File: config.mk
export PLATFORM = sky130hd
export DESIGN_NAME = branch_resolve_unit
export DESIGN_NICKNAME = d
export VERILOG_FILES = /design/src/rtl/rv_branch_pkg.sv /design/src/rtl/branch_queue.sv /design/src/rtl/branch_resolve_unit.sv
export SDC_FILE = /design/constraint.sdc
export NUM_CORES = 1
export LEC_CHECK = 0
export BUFFER_PORTS_ARGS = -buffer_cell sky130_fd_sc_hd__buf_2
export CELL_PAD_IN_SITES_DETAIL_PLACEMENT = 1
export CELL_PAD_IN_SITES_GLOBAL_PLACEMENT = 1
export CORE_MARGIN = 4
export CORE_UTILIZATION = 48
export DETAILED_ROUTE_END_ITERATION = 10
export GPL_ROUTABILITY_DRIVEN = 1
export PLACE_DENSITY = 0.74
export REMOVE_ABC_BUFFERS = 1
export SETUP_SLACK_MARGIN = 0.02
export SLEW_MARGIN = 10
export SYNTH_ARGS = -nofsm -noshare
export SYNTH_HDL_FRONTEND = slang
export SYNTH_SLANG_ARGS = --single-unit
File: constraint.sdc
create_clock -name clk -period 5 [get_ports clk]
set_input_delay 1.5 -clock clk [delete_from_list [all_inputs] [get_ports clk]]
set_output_delay 1.5 -clock clk [all_outputs]
set_load 0.03 [all_outputs]
File: src/rtl/rv_branch_pkg.sv
// Shared types for the branch resolve unit.
//   branch_entry_t : one in-flight BEQ {prediction, fall-through pc+4, taken target}
//   BR_AW          : PC width carried in a queue entry (the top's AW must not exceed it)
//   PC_INC         : instruction size added to the BEQ pc to form the fall-through pc
package rv_branch_pkg;

    localparam int BR_AW  = 32;
    localparam int PC_INC = 4;

    typedef struct packed {
        logic             pred;
        logic [BR_AW-1:0] pc_plus4;
        logic [BR_AW-1:0] target;
    } branch_entry_t;

    localparam int ENTRY_W = $bits(branch_entry_t);

endpackage

File: src/rtl/branch_queue.sv
// In-order synchronous FIFO of in-flight branch entries.
// Ports:
//   clk, rst     clock (rising edge) and asynchronous active-low reset
//   clear        drop every entry (takes priority over push/pop)
//   push, wdata  write request and data; ignored while full unless popping
//   pop          read-advance request; ignored while empty
//   rdata        head entry (valid whenever empty=0)
//   full, empty  occupancy flags
// Pointers carry one extra MSB so equal low bits with differing MSBs means full.
module branch_queue #(
    parameter int DEPTH = 4,
    parameter int W     = 8
) (
    input  logic         clk,
    input  logic         rst,
    input  logic         clear,
    input  logic         push,
    input  logic         pop,
    input  logic [W-1:0] wdata,
    output logic [W-1:0] rdata,
    output logic         full,
    output logic         empty
);

    localparam int PW = $clog2(DEPTH);

    logic [PW:0]  wr_ptr;
    logic [PW:0]  rd_ptr;
    logic [W-1:0] mem [DEPTH];
    logic         push_ok;
    logic         pop_ok;

    assign empty   = (wr_ptr == rd_ptr);
    assign full    = (wr_ptr[PW] != rd_ptr[PW]) && (wr_ptr[PW-1:0] == rd_ptr[PW-1:0]);
    assign pop_ok  = pop & ~empty;
    // A full queue may accept a push on the same cycle it frees the head slot.
    assign push_ok = push & (~full | pop_ok);
    assign rdata   = mem[rd_ptr[PW-1:0]];

    always_ff @(posedge clk or negedge rst) begin
        if (!rst) begin
            wr_ptr <= '0;
            rd_ptr <= '0;
        end else if (clear) begin
            wr_ptr <= '0;
            rd_ptr <= '0;
        end else begin
            if (push_ok) wr_ptr <= wr_ptr + (PW+1)'(1);
            if (pop_ok)  rd_ptr <= rd_ptr + (PW+1)'(1);
        end
    end

    // Storage needs no reset: an entry is only read after it has been written.
    always_ff @(posedge clk) begin
        if (push_ok && !clear) mem[wr_ptr[PW-1:0]] <= wdata;
    end

endmodule

File: src/rtl/branch_resolve_unit.sv
// Tracks every fetched BEQ until it resolves in EX/MEM, updates the 2-bit
// predictor and redirects fetch on a mispredict.
// Ports:
//   clk, rst                         clock, asynchronous active-low reset
//   if_beq, take_status, if_pc,      fetch-side push of a BEQ with its prediction,
//   if_target, stall                 pc and target; stall blocks the push only
//   resolve_valid, resolve_taken     EX/MEM-side pop with the actual outcome
//   ex_mem_if_beq, taken             predictor update strobe/outcome (combinational)
//   flush, redirect_pc               registered one-cycle squash and corrected fetch pc
//   full                             queue full; fetch stalls its next BEQ
//   underflow_err                    sticky: resolve seen with nothing in flight
//   branch_cnt, mispred_cnt          saturating event counters
// Handshake: push and pop are fire-and-forget requests with no ready signal.
// Fetch must honour full (a push while full without a pop is dropped), and a
// resolve with an empty queue is not consumed but flagged in underflow_err.
module branch_resolve_unit
    import rv_branch_pkg::*;
#(
    parameter int DEPTH = 4,
    parameter int AW    = 32,
    parameter int CNT_W = 16
) (
    input  logic             clk,
    input  logic             rst,
    input  logic             if_beq,
    input  logic             take_status,
    input  logic [AW-1:0]    if_pc,
    input  logic [AW-1:0]    if_target,
    input  logic             stall,
    input  logic             resolve_valid,
    input  logic             resolve_taken,
    output logic             ex_mem_if_beq,
    output logic             taken,
    output logic             flush,
    output logic [AW-1:0]    redirect_pc,
    output logic             full,
    output logic             underflow_err,
    output logic [CNT_W-1:0] branch_cnt,
    output logic [CNT_W-1:0] mispred_cnt
);

    branch_entry_t        push_entry;
    branch_entry_t        head_entry;
    logic [ENTRY_W-1:0]   head_raw;
    logic                 empty;
    logic                 push;
    logic                 pop;
    logic                 mispredict;

    always_comb begin
        push_entry          = '0;
        push_entry.pred     = take_status;
        // Fall-through pc wraps modulo 2^AW.
        push_entry.pc_plus4 = BR_AW'(if_pc + AW'(PC_INC));
        push_entry.target   = BR_AW'(if_target);
    end

    assign head_entry = branch_entry_t'(head_raw);

    // EX/MEM is already squashed during the flush cycle, so its resolve is ignored.
    assign pop        = resolve_valid & ~empty & ~flush;
    assign push       = if_beq & ~stall & ~flush & (~full | pop);
    assign mispredict = pop & (head_entry.pred != resolve_taken);

    assign ex_mem_if_beq = pop;
    assign taken         = resolve_taken;

    // The mispredict clears the queue on the same edge that raises flush; any
    // entry pushed that cycle is wrong-path and goes with it.
    branch_queue #(
        .DEPTH (DEPTH),
        .W     (ENTRY_W)
    ) u_queue (
        .clk   (clk),
        .rst   (rst),
        .clear (mispredict),
        .push  (push),
        .pop   (pop),
        .wdata (push_entry),
        .rdata (head_raw),
        .full  (full),
        .empty (empty)
    );

    always_ff @(posedge clk or negedge rst) begin
        if (!rst) begin
            flush         <= 1'b0;
            redirect_pc   <= '0;
            underflow_err <= 1'b0;
            branch_cnt    <= '0;
            mispred_cnt   <= '0;
        end else begin
            flush <= mispredict;
            // redirect_pc keeps its last value unless a new mispredict occurs.
            if (mispredict) begin
                redirect_pc <= resolve_taken ? AW'(head_entry.target) : AW'(head_entry.pc_plus4);
            end
            if (resolve_valid && empty && !flush) underflow_err <= 1'b1;
            if (pop && (branch_cnt != '1))        branch_cnt  <= branch_cnt + CNT_W'(1);
            if (mispredict && (mispred_cnt != '1)) mispred_cnt <= mispred_cnt + CNT_W'(1);
        end
    end

endmodule

==> results of run 1 <==
## Yosys cell counts, types with 4 or more instances
cell type | number | area (um^2)
xnor2_1 | 41 | 359
inv_1 | 10 | 37.5
ha_1 | 8 | 100
buf_2 | 15 | 75.1
edfxtp_1 | 260 | 7810
and4_1 | 7 | 61.3
and2_1 | 4 | 25.0
and3_1 | 10 | 62.6
buf_4 | 4 | 30.0
nand3_1 | 26 | 130
clkbuf_1 | 8 | 30.0
a21oi_1 | 35 | 175
nand4_1 | 16 | 100
mux4_2 | 65 | 1460
xor2_1 | 19 | 166
dfrtp_1 | 72 | 1800
nor3_1 | 10 | 50.1
nor2_1 | 51 | 191
nand2_1 | 28 | 105
mux2i_1 | 34 | 340
## logic make-up (layout without fill, tap and decap cells)
group | after synthesis | count (layout) | synth area share [%]
mux | 102 | 102 | 13.7
compound gates | 45 | 45 | 2.02
buf+inv | 40 | 220 | 1.43
fa+ha+maj | 8 | 8 | 0.747
simple gates | 164 | 164 | 6.10
flops | 332 | 332 | 71.7
xor+xnor | 63 | 63 | 4.29
## registers in the layout, indices dropped and copies added (netlist names)
signal	flops
u_queue.mem	260
redirect_pc	32
branch_cnt	16
mispred_cnt	16
u_queue.rd_ptr	3
u_queue.wr_ptr	3
flush	1
underflow_err	1
## power groups by stage
stage / Sequential [mW] / Combinational [mW] / Clock, mW
5_1_grt: 3.75 / 2.30 / 2.68
6_report: 3.69 / 2.10 / 2.49
3_3_place_gp: 3.74 / 2.09 / 0
2_1_floorplan: 4.12 / 1.11 / 0
4_1_cts: 3.70 / 2.15 / 2.55
3_5_place_dp: 3.75 / 2.14 / 0
## cell type report
cell class	count	area [um^2]
Timing Repair Buffer	146	751
Fill cell	2525	11600
Inverter	11	41.3
Clock inverter	10	140
Sequential cell	332	9610
Clock buffer	53	953
Tap cell	372	465
Multi-Input combinational cell	382	3620
## per-stage QoR
stage	utilization (%)	cells	hold slack (ps)	TNS (ps)	setup slack (ps)
after floorplan	-	725	515	-471700	-2120
after global placement	53.3	1243	451	0	1100
after detailed placement	53.3	1243	445	0	1080
after CTS	57.3	1306	462	0	977
after global routing	57.3	1306	514	0	815
final	57.3	1306	462	0	1040
## per-layer routing
layer,routed length (um),global-route usage [%],vias to the layer above
met3,1480,3.92,47
met2,14100,32.1,180
met1,12000,25.2,3677
met4,453,4.22,10
li1,-,-,3230
met5,72,0,-
## worst max path at each step
stage | from | endpoint | slack (ps) | depth (start not counted)
6_report | u_queue.rd_ptr[0] | ex_mem_if_beq | 1040 | 4
5_1_grt | u_queue.rd_ptr[0] | ex_mem_if_beq | 820 | 4
4_1_cts | u_queue.rd_ptr[0] | ex_mem_if_beq | 980 | 4
3_5_place_dp | resolve_valid | ex_mem_if_beq | 1080 | 5
3_3_place_gp | resolve_valid | ex_mem_if_beq | 1100 | 5
2_1_floorplan | u_queue.rd_ptr[0] | u_queue.mem[3][0] | -2120 | 4
==> impl_results.md, run 1 <==
- Antenna violations before repair: 5
- Drt first pass iters: 4
- Ports: 140
- Critical Path AT: 2460 ps
- Drt initial violations: 469
- # rows: 60
- Power, Total: 8.28 mW
- Gr ovfl total: 0
- CTS tree: yes
- Clock Sinks: 332
- Clock share of power: 30.0%
- Fmax: 253 MHz
- Slew @ Worst Pin: 1050 ps
- Area grow syn2layout: 16.3%
- Post-layout minimum cycle time: 3960 ps
- GP Congestion: 0.794
- Leakage: 5.56 nW
- Status: finished clean
- Total of max-cap violations: 0
- DP Area: 0.0145 mm^2
- Vias in the first global route: 7908
- Setup violators final: 0
- Design Area, Final: 0.0156 mm^2
- PostCTS Resize Cnt: 0
- Predominant post-synthesis flop cell: edfxtp_1
- Starting Density: 49.3%
- Htree depth: 2
- # nets final: 987
- Global Route Usage Sum: 18.8%
- DRC Markers: 0
- Largest net degree at the start of global routing: 66
- Worst Path Buf+Inv: 2
- Routed via count: 7144
- Vias per cell: 5.47
- Clock Pin Slew Worst Setup and Hold Paths: 60 ps
- Critical Path RT: 3500 ps
- Worst Skew: 18.7 ps
- WHS Path Cells: 1
- DRT Wirelength: 28200 um
- Total CTS buffers: 35
- Root Buffer: clkbuf_16
- Tcrit/Tclk final: 79.1%
- Mean routed wirelength per cell: 21.6 um
- Commonest non-fill, non-tap cell in the layout: edfxtp_1
- WHS Endpoint: underflow_err
- R2R Path Start: u_queue.rd_ptr[0]
- Fin. max-slew vios: 0
- Critical path's top delay family: flip-flops
- ANT cells: 0
- Setup crit start kind: flip-flop
- I/O Buffers: 139
- Logic pwr share: 25.4%
- Reg2reg path depth: 5
- Syn_area_per_cell: 17.8 um^2
- Commonest non-fill, non-tap cells in the layout: edfxtp_1, buf_2, dfrtp_1
- Core box area: 0.0272 mm^2
- Maximum VDD drop: 0.294 mV
- YS warnings: 0
- Critical path cell sequence: xor2_2 > o31ai_4 > inv_2 > buf_2
- Cell Area, Synth: 0.0134 mm^2
- Library cells used by synthesis: 45
- Share of layout cells above drive strength 1: 29.3%
- Die H: 175 um
- HP Class: reg -> reg
- #FFs+latches synth: 332
- First-pass GRT wire length: 45100 um
- P per Cell Area: 531 mW/mm^2
- Slowest cell on crit path: dfrtp_4
- Die X: 175 um
- Internal power: 5.69 mW
- Number of flops mapped to enable cells by yosys: 260
- R2r setup slk: 1470 ps
- Asr flop ratio synth: 21.7%
- Setup Buffers After CTS: 0
- Critical path class: reg -> out
- Crit. End Element: output pin
- CP peak stage delay: 850 ps
- Worst relative slew slack: 29.8%
- R2r endpoint: u_queue.mem[2][63]
- Flop pwr share: 44.6%
- # hold bufs at CTS: 0
- Seq/Total Area, Yosys: 71.7%
- Sw frac: 31.3%
- Worst skew pair latency: 510 ps
- Unrepaired setup endpoints after global routing: false
- Die ar.: 0.0307 mm^2
- Routed Antenna Nets: 0
- CP max FO: 31
- Dpl hpwl: 17700 um
- Final-report hold violation count: 0
- HP Start: underflow_err
- Max Root-Sink Buffers: 3
- Sw power: 2.59 mW
- Synth Instances: 754
(Power assumes the default switching activity.)
==> inputs of run 2 (changes only) <==
--- a/config.mk
+++ b/config.mk
@@ -5,14 +5,15 @@
 export SDC_FILE = /design/constraint.sdc
 export NUM_CORES = 1
 export LEC_CHECK = 0
+export ABC_AREA = 1
 export BUFFER_PORTS_ARGS = -buffer_cell sky130_fd_sc_hd__buf_2
 export CELL_PAD_IN_SITES_DETAIL_PLACEMENT = 1
 export CELL_PAD_IN_SITES_GLOBAL_PLACEMENT = 1
 export CORE_MARGIN = 4
-export CORE_UTILIZATION = 48
+export CORE_UTILIZATION = 42
 export DETAILED_ROUTE_END_ITERATION = 10
 export GPL_ROUTABILITY_DRIVEN = 1
-export PLACE_DENSITY = 0.74
+export PLACE_DENSITY = 0.73
 export REMOVE_ABC_BUFFERS = 1
 export SETUP_SLACK_MARGIN = 0.02
 export SLEW_MARGIN = 10
==> constraint.sdc (replaced) <==
create_clock -name clk -period 3.44 [get_ports clk]
set_input_delay 1.032 -clock clk [delete_from_list [all_inputs] [get_ports clk]]
set_output_delay 1.032 -clock clk [all_outputs]
set_load 0.03 [all_outputs]
==> impl_results.md, run 2 <==
- Most used cell along the critical path: nand2_2
- YS warnings: 0
- Yosys top cell by area: edfxtp_1
- Unrepaired setup endpoints after global routing: false
- Routed Antenna Nets: 0
- Tcrit/Tclk final: 89.7%
- Internal power: 8.11 mW
- DP Cell Count: 1868
- Logic pwr share: 27.8%
- HP Class: reg -> reg
- # nets final: 1538
- Synth Instances: 1326
- Fin. max-slew vios: 0
- Power, Total: 12.6 mW
- Die X: 193 um
- Post-synth top area share: 54.4%
- Place WS: 525 ps
- Synth area leaders: edfxtp_1, dfrtp_1, nand2_1, nor2_1, o21ai_0
- Worst Skew: 13.4 ps
- Root Buffer: clkbuf_16
- Largest net degree at the start of global routing: 107
- ANT cells: 0
- I/O Buffers: 139
- Worst skew pair latency: 530 ps
- Clock share of power: 30.4%
- Layout fillers: 3643
- Sw frac: 35.5%
- # hold bufs at CTS: 0
- Die ar.: 0.0372 mm^2
- Crit. End Element: output pin
- DP Area: 0.0155 mm^2
- Worst Path Buf+Inv: 3
- Top-count cell post-synth: edfxtp_1
- Design Area, Final: 0.0167 mm^2
- Setup violators final: 0
- Flop pwr share: 41.8%
- Htree depth: 2
- Drt first pass iters: 5
- CP peak stage delay: 520 ps
- PostCTS Resize Cnt: 0
- Final core utilization: 49.7%
- Largest register FFs: 260
- Number of flops mapped to enable cells by yosys: 260
- Post-layout minimum cycle time: 3080 ps
- # rows: 67
- Setup TNS: 0 ps
- Worst path depth: 7
- Setup crit start kind: flip-flop
- Total of max-cap violations: 0
- Post-synth top cells: edfxtp_1, nand2_1, nor2_1, o21ai_0, nand3_1
- R2r setup slk: 870 ps
- #FFs+latches synth: 332
- DRT Wirelength: 38200 um
- Slew @ Worst Pin: 1100 ps
- GP Congestion: 0.857
- Library cells used by synthesis: 30
- HP Start: redirect_pc[7]
- R2r endpoint: mispred_cnt[4]
- WHS Path Cells: 2
- Critical path's top delay family: buffers and inverters
- Vias in the first global route: 11000
- DRC Markers: 0
- P per Cell Area: 752 mW/mm^2
- Core box area: 0.0336 mm^2
- Status: finished clean
- Syn_area_per_cell: 10.8 um^2
- Cell Area, Synth: 0.0144 mm^2
- Asr flop ratio synth: 21.7%
- Fmax: 324 MHz
- Clock Pin Slew Worst Setup and Hold Paths: 60 ps
- Vias per cell: 5.37
- Sw power: 4.46 mW
- Commonest non-fill, non-tap cell in the layout: edfxtp_1
- WHS Endpoint: redirect_pc[7]
- Share of layout cells above drive strength 1: 15.4%
- Critical path cell sequence: clkinv_2 > nand2_1 > nand2_2 > nand3_2 > nand2_2 > inv_4 > buf_2
- Gr ovfl total: 0
- Clock Sinks: 332
- Maximum VDD drop: 0.460 mV
- Global Route Usage Sum: 20.8%
- Dpl hpwl: 23800 um
- Worst relative slew slack: 26.5%
- Critical path class: reg -> out
- Leakage: 6.46 nW
- Starting Density: 42.7%
- Area grow syn2layout: 16.3%
- CP max FO: 12
- Hold Slack: 479 ps
- Total CTS buffers: 37
- Commonest non-fill, non-tap cells in the layout: edfxtp_1, nand2_1, nor2_1
- Drt initial violations: 498
- Final Worst Setup Slack: 356 ps
- Slowest cell on crit path: dfrtp_4
- CP startpoint: u_queue.rd_ptr[0]
- First-pass GRT wire length: 60400 um
- Max Root-Sink Buffers: 3
- Final-report hold violation count: 0
- Ports: 140
- Final non-filler cell total: 1935
- Routed via count: 10400
- Critical Path RT: 2410 ps
- Predominant post-synthesis flop cell: edfxtp_1
- Reg2reg path depth: 10
- Storage cell area: 0.00961 mm^2
- Seq/Total Area, Yosys: 66.9%
- Die H: 193 um
- CTS tree: yes
- Combined area of the multi-input logic cells: 0.00428 mm^2
- Mean routed wirelength per cell: 19.8 um
- R2R Path Start: u_queue.rd_ptr[0]
- Setup Buffers After CTS: 0
- Antenna violations before repair: 0
- Critical Path AT: 2050 ps
-- run 2: cell types whose count changed after synthesis, moves of 35 or more --
| cell | delta |
|---|---|
| o211ai_1 | +63 |
| nand3_1 | +56 |
| o21ai_0 | +134 |
| nand2_1 | +221 |
| nor2_1 | +197 |
| mux4_2 | -65 |
| inv_1 | +37 |
| a21oi_1 | -35 |
-- run 2: cell families (layout without fill, tap and decap cells) --
logic type	count (synthesis)	after routing	share of synthesized area, %
compound gates	204	204	8.27
simple gates	623	623	17.8
buf+inv	113	274	3.52
fa+ha+maj	8	8	0.697
flops	332	332	66.9
xor+xnor	46	46	2.81
-- run 2: worst max-delay path by stage --
stage | endpoint | slack (ps)
after floorplan | u_queue.mem[0][0] | -4130
after global placement | mispred_cnt[14] | 620
after detailed placement | mispred_cnt[4] | 520
after CTS | ex_mem_if_beq | 330
after global routing | ex_mem_if_beq | 240
final | ex_mem_if_beq | 360
-- run 2: final cells by class --
| class | instances | area share (%) |
|---|---|---|
| inverters | 50 | 1.15 |
| well taps | 448 | 3.36 |
| flip-flops and latches | 332 | 57.5 |
| multi-input cells | 881 | 25.6 |
| repair buffers | 157 | 5.36 |
| clock inverters | 17 | 0.981 |
| clock buffers | 50 | 6.02 |
-- run 2: tightest hold or removal path, cell delays in order, from the launching register on --
cell and delay, ps:
dfrtp_1 340, nand2_1 50, nand2_1 50
-- run 2: layer usage --
metal | up-vias | GRT usage, % | wire length, um
li1 | 4850 | - | -
met1 | 5234 | 28.8 | 17000
met2 | 260 | 34.7 | 18500
met3 | 43 | 4.00 | 2130
met4 | 0 | 4.11 | 577
met5 | - | 0 | 0
-- run 2: power by group through the flow --
stage / registers, mW / logic (mW) / clock network, mW
final: 5.26 / 3.49 / 3.82
after global placement: 5.31 / 3.42 / 0
after floorplan: 5.90 / 1.64 / 0
after detailed placement: 5.34 / 3.54 / 0
after CTS: 5.27 / 3.57 / 3.91
after global routing: 5.32 / 3.90 / 4.09
